==> src/rtl/mem_port_arbiter_if.sv <==
// Requester and memory-side signal bundle for mem_port_arbiter.
// slave = arbiter side, master = requesters plus memory.
interface mem_port_arbiter_if #(
  parameter int ADDR_W = 32,
  parameter int DATA_W = 32
);
  logic              if_req;
  logic [ADDR_W-1:0] if_addr;
  logic              if_gnt;
  logic              if_rvalid;
  logic [DATA_W-1:0] if_rdata;

  logic                d_req;
  logic                d_we;
  logic [ADDR_W-1:0]   d_addr;
  logic [DATA_W-1:0]   d_wdata;
  logic [DATA_W/8-1:0] d_be;
  logic                d_gnt;
  logic                d_rvalid;
  logic [DATA_W-1:0]   d_rdata;

  logic                m_en;
  logic                m_we;
  logic [ADDR_W-1:0]   m_addr;
  logic [DATA_W-1:0]   m_wdata;
  logic [DATA_W/8-1:0] m_be;
  logic [DATA_W-1:0]   m_rdata;

  modport slave (
    input  if_req, if_addr,
    output if_gnt, if_rvalid, if_rdata,
    input  d_req, d_we, d_addr, d_wdata, d_be,
    output d_gnt, d_rvalid, d_rdata,
    output m_en, m_we, m_addr, m_wdata, m_be,
    input  m_rdata
  );

  modport master (
    output if_req, if_addr,
    input  if_gnt, if_rvalid, if_rdata,
    output d_req, d_we, d_addr, d_wdata, d_be,
    input  d_gnt, d_rvalid, d_rdata,
    input  m_en, m_we, m_addr, m_wdata, m_be,
    output m_rdata
  );
endinterface

==> src/rtl/mem_port_arbiter.sv <==
// IF / load-store arbiter onto one memory port with in-order read return.
// MEM_ARB_ROUND_ROBIN_EN swaps D priority + starvation guard for round robin.
module mem_port_arbiter #(
  parameter int ADDR_W     = 32,
  parameter int DATA_W     = 32,
  parameter int RD_LAT     = 1,
  parameter int STARVE_MAX = 4
) (
  input logic               clk,
  input logic               rst,
  mem_port_arbiter_if.slave bus
);

  localparam int BE_W = DATA_W / 8;

  logic              if_win;
  logic              if_gnt;
  logic              d_gnt;
  logic              m_en;
  logic              m_we;
  logic [ADDR_W-1:0] m_addr;
  logic [DATA_W-1:0] m_wdata;
  logic [BE_W-1:0]   m_be;

  logic [RD_LAT-1:0] vld_q, vld_d;
  logic [RD_LAT-1:0] own_q, own_d;

`ifdef MEM_ARB_ROUND_ROBIN_EN
  // 1 = D won the most recent grant
  logic last_d_q, last_d_d;

  always_comb begin
    if_win   = bus.if_req & (~bus.d_req | last_d_q);
    last_d_d = last_d_q;
    if (d_gnt)
      last_d_d = 1'b1;
    else if (if_gnt)
      last_d_d = 1'b0;
  end

  always_ff @(posedge clk or posedge rst) begin
    if (rst) last_d_q <= 1'b0;
    else     last_d_q <= last_d_d;
  end
`else
  localparam int CNT_W = $clog2(STARVE_MAX + 1);

  logic [CNT_W-1:0] starve_q, starve_d;
  logic             starved;

  always_comb begin
    starved  = (starve_q == CNT_W'(STARVE_MAX));
    if_win   = bus.if_req & (~bus.d_req | starved);
    starve_d = '0;
    if (bus.if_req & ~if_gnt)
      starve_d = starved ? starve_q : starve_q + CNT_W'(1);
  end

  always_ff @(posedge clk or posedge rst) begin
    if (rst) starve_q <= '0;
    else     starve_q <= starve_d;
  end
`endif

  // Grants are forced low while reset is held
  assign if_gnt = if_win & ~rst;
  assign d_gnt  = bus.d_req & ~if_win & ~rst;

  always_comb begin
    m_en    = 1'b0;
    m_we    = 1'b0;
    m_addr  = '0;
    m_wdata = '0;
    m_be    = '0;
    unique case (1'b1)
      if_gnt: begin
        m_en   = 1'b1;
        m_addr = bus.if_addr;
        m_be   = '1;
      end
      d_gnt: begin
        m_en    = 1'b1;
        m_we    = bus.d_we;
        m_addr  = bus.d_addr;
        m_wdata = bus.d_wdata;
        m_be    = bus.d_be;
      end
      default: ;
    endcase
  end

  // own = 1 marks an IF read
  always_comb begin
    vld_d    = vld_q;
    own_d    = own_q;
    vld_d[0] = m_en & ~m_we;
    own_d[0] = if_gnt;
    for (int i = 1; i < RD_LAT; i++) begin
      vld_d[i] = vld_q[i-1];
      own_d[i] = own_q[i-1];
    end
  end

  always_ff @(posedge clk or posedge rst) begin
    if (rst) begin
      vld_q <= '0;
      own_q <= '0;
    end else begin
      vld_q <= vld_d;
      own_q <= own_d;
    end
  end

  logic if_rv, d_rv;

  assign if_rv = vld_q[RD_LAT-1] & own_q[RD_LAT-1];
  assign d_rv  = vld_q[RD_LAT-1] & ~own_q[RD_LAT-1];

  assign bus.if_gnt    = if_gnt;
  assign bus.d_gnt     = d_gnt;
  assign bus.if_rvalid = if_rv;
  assign bus.d_rvalid  = d_rv;
  assign bus.if_rdata  = if_rv ? bus.m_rdata : '0;
  assign bus.d_rdata   = d_rv ? bus.m_rdata : '0;
  assign bus.m_en      = m_en;
  assign bus.m_we      = m_we;
  assign bus.m_addr    = m_addr;
  assign bus.m_wdata   = m_wdata;
  assign bus.m_be      = m_be;

endmodule

==> src/flat_wrapper.sv <==
// flat-port wrapper written by rule: the top's interface ports become plain ports
module mem_port_arbiter_flat 
#(
  parameter int ADDR_W     = 32,
  parameter int DATA_W     = 32,
  parameter int RD_LAT     = 1,
  parameter int STARVE_MAX = 4
)
  (clk, rst, bus_if_req, bus_if_addr, bus_if_gnt, bus_if_rvalid, bus_if_rdata, bus_d_req, bus_d_we, bus_d_addr, bus_d_wdata, bus_d_be, bus_d_gnt, bus_d_rvalid, bus_d_rdata, bus_m_en, bus_m_we, bus_m_addr, bus_m_wdata, bus_m_be, bus_m_rdata);
  mem_port_arbiter_if #(.ADDR_W(ADDR_W), .DATA_W(DATA_W)) bus_i ();
  input logic clk;
  input logic rst;
  input wire logic [$bits(bus_i.if_req)-1:0] bus_if_req;
  input wire logic [$bits(bus_i.if_addr)-1:0] bus_if_addr;
  output wire logic [$bits(bus_i.if_gnt)-1:0] bus_if_gnt;
  output wire logic [$bits(bus_i.if_rvalid)-1:0] bus_if_rvalid;
  output wire logic [$bits(bus_i.if_rdata)-1:0] bus_if_rdata;
  input wire logic [$bits(bus_i.d_req)-1:0] bus_d_req;
  input wire logic [$bits(bus_i.d_we)-1:0] bus_d_we;
  input wire logic [$bits(bus_i.d_addr)-1:0] bus_d_addr;
  input wire logic [$bits(bus_i.d_wdata)-1:0] bus_d_wdata;
  input wire logic [$bits(bus_i.d_be)-1:0] bus_d_be;
  output wire logic [$bits(bus_i.d_gnt)-1:0] bus_d_gnt;
  output wire logic [$bits(bus_i.d_rvalid)-1:0] bus_d_rvalid;
  output wire logic [$bits(bus_i.d_rdata)-1:0] bus_d_rdata;
  output wire logic [$bits(bus_i.m_en)-1:0] bus_m_en;
  output wire logic [$bits(bus_i.m_we)-1:0] bus_m_we;
  output wire logic [$bits(bus_i.m_addr)-1:0] bus_m_addr;
  output wire logic [$bits(bus_i.m_wdata)-1:0] bus_m_wdata;
  output wire logic [$bits(bus_i.m_be)-1:0] bus_m_be;
  input wire logic [$bits(bus_i.m_rdata)-1:0] bus_m_rdata;
  assign bus_i.if_req = bus_if_req;
  assign bus_i.if_addr = bus_if_addr;
  assign bus_if_gnt = bus_i.if_gnt;
  assign bus_if_rvalid = bus_i.if_rvalid;
  assign bus_if_rdata = bus_i.if_rdata;
  assign bus_i.d_req = bus_d_req;
  assign bus_i.d_we = bus_d_we;
  assign bus_i.d_addr = bus_d_addr;
  assign bus_i.d_wdata = bus_d_wdata;
  assign bus_i.d_be = bus_d_be;
  assign bus_d_gnt = bus_i.d_gnt;
  assign bus_d_rvalid = bus_i.d_rvalid;
  assign bus_d_rdata = bus_i.d_rdata;
  assign bus_m_en = bus_i.m_en;
  assign bus_m_we = bus_i.m_we;
  assign bus_m_addr = bus_i.m_addr;
  assign bus_m_wdata = bus_i.m_wdata;
  assign bus_m_be = bus_i.m_be;
  assign bus_i.m_rdata = bus_m_rdata;
  mem_port_arbiter #(.ADDR_W(ADDR_W), .DATA_W(DATA_W), .RD_LAT(RD_LAT), .STARVE_MAX(STARVE_MAX)) u_core (.clk(clk), .rst(rst), .bus(bus_i));
endmodule
==> config.mk <==
export PLATFORM = sky130hd
export DESIGN_NAME = mem_port_arbiter_flat
export DESIGN_NICKNAME = d
export VERILOG_FILES = /design/src/rtl/mem_port_arbiter_if.sv /design/src/rtl/mem_port_arbiter.sv /design/src/flat_wrapper.sv
export SDC_FILE = /design/constraint.sdc
export NUM_CORES = 1
export LEC_CHECK = 0
export BUFFER_PORTS_ARGS = -buffer_cell sky130_fd_sc_hd__buf_4
export CAP_MARGIN = 20
export CORE_AREA = 8 8 101 103
export DETAILED_ROUTE_END_ITERATION = 7
export DIE_AREA = 0 0 109 111
export PLACE_DENSITY = 0.58
export SLEW_MARGIN = 30
export SYNTH_ARGS = -nofsm -noshare
export SYNTH_HDL_FRONTEND = slang
export SYNTH_SLANG_ARGS = --single-unit
==> constraint.sdc <==
create_clock -name clk -period 2 [get_ports clk]
set_clock_uncertainty 0.15 [all_clocks]
set_input_delay 0 -clock clk [delete_from_list [all_inputs] [get_ports clk]]
set_output_delay 0 -clock clk [all_outputs]
set_load 0.02 [all_outputs]
# Word level (Yosys, flattened, before mapping)
# Cells that the tools add are included.
[word_totals] ff_bits=5 inputBits=137
[op_classes] n_addsub=1 eq_ne=2 muxes=9 n_bitwise=15 n_reduce_logical=1
[ops] cell="32-bit two-way mux" n=3
[ops] cell="32-bit one-hot mux with 2 select lines" n=1
[ops] cell="1-bit AND" n=8
[ops] cell="4-bit one-hot mux with 2 select lines" n=1
[ops] cell="3-bit two-way mux" n=2
[ops] cell="1-bit inverter" n=6
[ops] cell="3-bit by 1-bit adder with 3-bit output, second input constant" n=1
[ops] cell="3-bit == test, second input constant" n=1
[ops] cell="1-bit two-way mux" n=2
[ops] cell="2-bit inequality test, second input constant" n=1
[ops] cell="2-bit OR reduction" n=1
[ops] cell="1-bit OR" n=1

# Depth between registers and ports, before layout
[depth] ltp_word=9 ltp_mapped=7 ltp_nobuf=5

# Worst setup path before layout
# Ideal clock, no wire load.
[synth_path] kind="register to output" start="reg u_core.starve_q[0]" end="out bus_m_addr[0]" arrival_ns=1.508 required_ns=1.850 slack_ns=0.342 stages_incl_launch_ff=8 n_path_buf=2 path_cell_list="dfrtp_1 -> inv_1 -> ha_1 -> nand3_2 -> and2_4 -> buf_6 -> buf_6 -> a22o_1"
[synth_between] elab_chain_cells=7
[synth_rtl] element="start: declaration" line_no="mem_port_arbiter.sv:48" source="logic [CNT_W-1:0] starve_q, starve_d;"
[synth_rtl] element="start signal: assignment" line_no="mem_port_arbiter.sv:61" source="else starve_q <= starve_d;"
[synth_rtl] element="3-bit == test" line_no="mem_port_arbiter.sv:52" source="starved = (starve_q == CNT_W'(STARVE_MAX));"
[synth_rtl] element="1-bit OR" line_no="mem_port_arbiter.sv:53" source="if_win = bus.if_req & (~bus.d_req | starved);"
[synth_rtl] element="1-bit AND" line_no="mem_port_arbiter.sv:53"
[synth_rtl] element="1-bit inverter" line_no="mem_port_arbiter.sv:67" source="assign d_gnt = bus.d_req & ~if_win & ~rst;"
[synth_rtl] element="1-bit AND (2 in a row)" line_no="mem_port_arbiter.sv:67"
[synth_rtl] element="net bus_d_gnt" line_no="flat_wrapper.sv:23" source="output wire logic [$bits(bus_i.d_gnt)-1:0] bus_d_gnt;"
[synth_rtl] element="32-bit one-hot mux with 2 select lines" line_no="mem_port_arbiter.sv:75" source="unique case (1'b1)"
[synth_rtl] element="end: declaration" line_no="flat_wrapper.sv:28" source="output wire logic [$bits(bus_i.m_addr)-1:0] bus_m_addr;"
# The timed path passes the listed nets, and every way through them passes these cells.

# Final worst setup path
[layout_path] start="reg u_core.starve_q[0]" end="out bus_m_addr[10]"
[layout_between] elab_chain_cells=7
[layout_rtl] element="3-bit == test *" line_no="mem_port_arbiter.sv:52"
[layout_rtl] element="1-bit OR *" line_no="mem_port_arbiter.sv:53"
[layout_rtl] element="1-bit AND *" line_no="mem_port_arbiter.sv:53"
[layout_rtl] element="1-bit inverter" line_no="mem_port_arbiter.sv:67"
[layout_rtl] element="1-bit AND (2 in a row)" line_no="mem_port_arbiter.sv:67"
[layout_rtl] element="32-bit one-hot mux with 2 select lines *" line_no="mem_port_arbiter.sv:75"
# Mark *: on every way between the ends. The rest lies on a longest branch, timed or not.

==> flow_summary.ini <==
[timing]
tightest_slew_ns = 0.380
worst_slack_ns = 0.0395
hold_violations = 0
setup_viol = 0
final_max_slew_viol_count = 0
finalCritPeriodShare_pct = 98.0
post-route-min-period_ns = 1.96
max_freq_mhz = 510
maxSlewHeadroom_pct = 74.7

[logic_synthesis]
synth_area_per_cell_sq_um = 7.22
synthTopCellsByArea = and3_1 30%, a22o_1 20%, and2_1 15%
synth_fp_nets = 329
syn_area_sq_um = 1370
synth_seq_cells = 5
yosysWarningCount = 0
netlist.area_leader.share_pct = 29.7
ys_seq_area_share_pct = 9.12
synthCells = 190
yosysTopAreaCell = and3_1
ys_types = 27

[cells_and_area]
area_growth_pct = 162
nNetsFinal = 595
final_common_cell = buf_4
mostFrequentLayoutCells = 279 x buf_4, 65 x and3_1, 33 x and2_1
utilization_pct = 42.1
n_antenna_cell = 0
drive_above_1_share_pct = 64.0

[worst_setup_path]
critPathSlowestCell = dfrtp_1
crit_end = bus_m_addr[10]
cp_num_cells = 6
r2r_slack_ns = 0.15
worstSetupPathType = reg2out
r2r_start = u_core.starve_q[0]$_DFFE_PP0P_
startpoint = u_core.starve_q[0]$_DFFE_PP0P_
cp-start-kind = flip-flop
cp-end-kind = primary output
critPathMaxFanout = 17
cp_num_buf_inv = 2
cp.required_ns = 1.85
slowest_delay_ns = 0.39
crit_chain = inv_1 > ha_4 > nand3_2 > and2_2 > a22o_1 > buf_4
r2r_end = u_core.vld_q$_DFF_PP0_
worst_r2r_path_depth = 6
critPathTopFamily = simple AND/OR/NAND/NOR gates
worstPathArrival_ns = 1.81

[die]
initial_utilization_pct = 16.0
die_area_sq_um = 12100
coreArea_sq_um = 8550
floorplan.io_pins = 275
rows = 34
die_x_microns = 109
dieHeight_microns = 111

[clocking]
cts.clk_slew.worst_paths_ns = 0.04
htree_levels = 1
cts_made_buffers = 3
clock_latency_ns = 0.22
clock_sinks = 5
cts_tree = yes
cts_buffer_depth = 2
postCtsSetupBuffers = 0
cts-root-buf = clkbuf_8

[detailed_routing]
vias_per_cell = 4.42
drc = 0
wirelength_microns = 10700
via_count = 2489
wl_per_cell_microns = 19.0
ant_nets = 0
drt_pass1_iterations = 4
drt_iter0_drc = 107

[global_route]
grt_usage_pct = 15.8
antenna_found_initial = 0
grt-ovfl-total = 0
grt_max_degree = 40
grt_pass1_wl_microns = 15000
grt_pass1_vias = 2620

[placement]
gp_congestion = 0.977
dp_hpwl_microns = 9080
place_ws_ns = 0.229
io_buffers = 274

[power]
pwr-share-clk_pct = 17.9
power_density_nw_per_um2 = 290
p_leak_nw = 2.25
pwr-share-comb_pct = 71.4
swShare_pct = 38.6
switchingPower_mw = 0.403
p_seq_share_pct = 10.7
internal_power_mw = 0.641
peakVddDrop_mv = 0.155

[worst_hold_path]
hp-class = in2async

[run_status]
status = finished, final reports clean

[run]
drv_cap = 0
-- Yosys cell counts --
cell       number
ha_1            2
o32ai_1         1
or2_2           1
inv_1           5
nand2_1         4
a21o_1          4
and2_1         33
buf_6           6
buf_2           3
a22o_1         32
buf_4           1
nor2b_1         2
o221ai_1        1
clkbuf_1       14
nor2_1          1
o21ai_0         1
and3_1         65
dfrtp_1         5
mux2_2          1
o22ai_1         1
and2_4          1
a2bb2oi_1       1
a21boi_2        1
nand3_1         1
a21oi_1         1
nor3_2          1
nand3_2         1
-- through the flow --
stage                     power [mW]  setup TNS [ns]  hold slack [ns]  std cells  cell area (sq um)
after floorplan                0.430               0           -0.365        190               1370
after global placement         0.845               0           -0.170        554               3480
after detailed placement       0.846               0           -0.176        554               3480
after CTS                       1.05               0            0.147        562               3570
after global routing            1.11          -0.252            0.167        563               3600
final                           1.04               0            0.149        563               3600
-- cells by family after synthesis --
group | synth area share (%)
flip-flops | 9.12
buffers and inverters | 11.8
AND/OR/NAND/NOR | 49.9
multiplexers | 0.821
adder cells (fa/ha/maj) | 1.82
AO/OA/AOI/OAI | 26.6
-- per-layer routing --
metal  GRT usage (%)  vias up  part of all wire (%)  wire [microns]
li1                -     1225                     -               -
met1            15.4     1081                    34            3610
met2            30.2      175                    53            5630
met3            5.52        8                    13            1350
met4            3.74        0                   1.2             125
met5               0        -                     0               0
-- sequential cells by signal, summed over array words and instances, names as in the netlist --
register / flops
u_core.starve_q: 3
u_core.own_q: 1
u_core.vld_q: 1
-- area by class of cell --
class,instances,area [sq um]
fillers,845,4950
repair buffers,284,2150
multi-input cells,157,1120
well taps,108,135
flip-flops and latches,5,125
clock buffers,4,45.0
inverters,5,18.8
-- timing repair --
item	4_1_cts	5_1_grt
endpoints found under the setup margin	1	38
hold endpoints to repair	9	0
cloned	0	1
pin swaps	1	0
hold buffers	4	0
resized for setup	0	3
-- worst reg2reg max path: cells and delay by family, from the launching register on --
family	cells	cell delay (ns)
compound gates	2	0.33
fa+ha+maj	1	0.20
buf+inv	2	0.65
flops	1	0.36
simple gates	1	0.04
-- how the worst min path moves through the flow --
| stage | from | to | slack (ns) | cells past startpoint |
|---|---|---|---|---|
| 6_report | rst | u_core.starve_q[1]$_DFFE_PP0P_ | 0.15 | 3 |
| 5_1_grt | bus_d_be[0] | bus_m_be[0] | 0.17 | 3 |
| 4_1_cts | rst | u_core.starve_q[1]$_DFFE_PP0P_ | 0.15 | 3 |
| 3_5_place_dp | rst | u_core.own_q$_DFF_PP0_ | -0.18 | 2 |
| 3_3_place_gp | rst | u_core.vld_q$_DFF_PP0_ | -0.17 | 2 |
| 2_1_floorplan | rst | u_core.own_q$_DFF_PP0_ | -0.37 | 1 |
-- power by group through the flow --
stage / logic (mW) / clock network (mW) / registers, mW
finish: 0.745 / 0.187 / 0.112
global placement: 0.733 / 0 / 0.112
CTS: 0.742 / 0.195 / 0.112
floorplan: 0.317 / 0 / 0.113
detailed placement: 0.733 / 0 / 0.113
global route: 0.797 / 0.202 / 0.113
(Power assumes the default switching activity.)
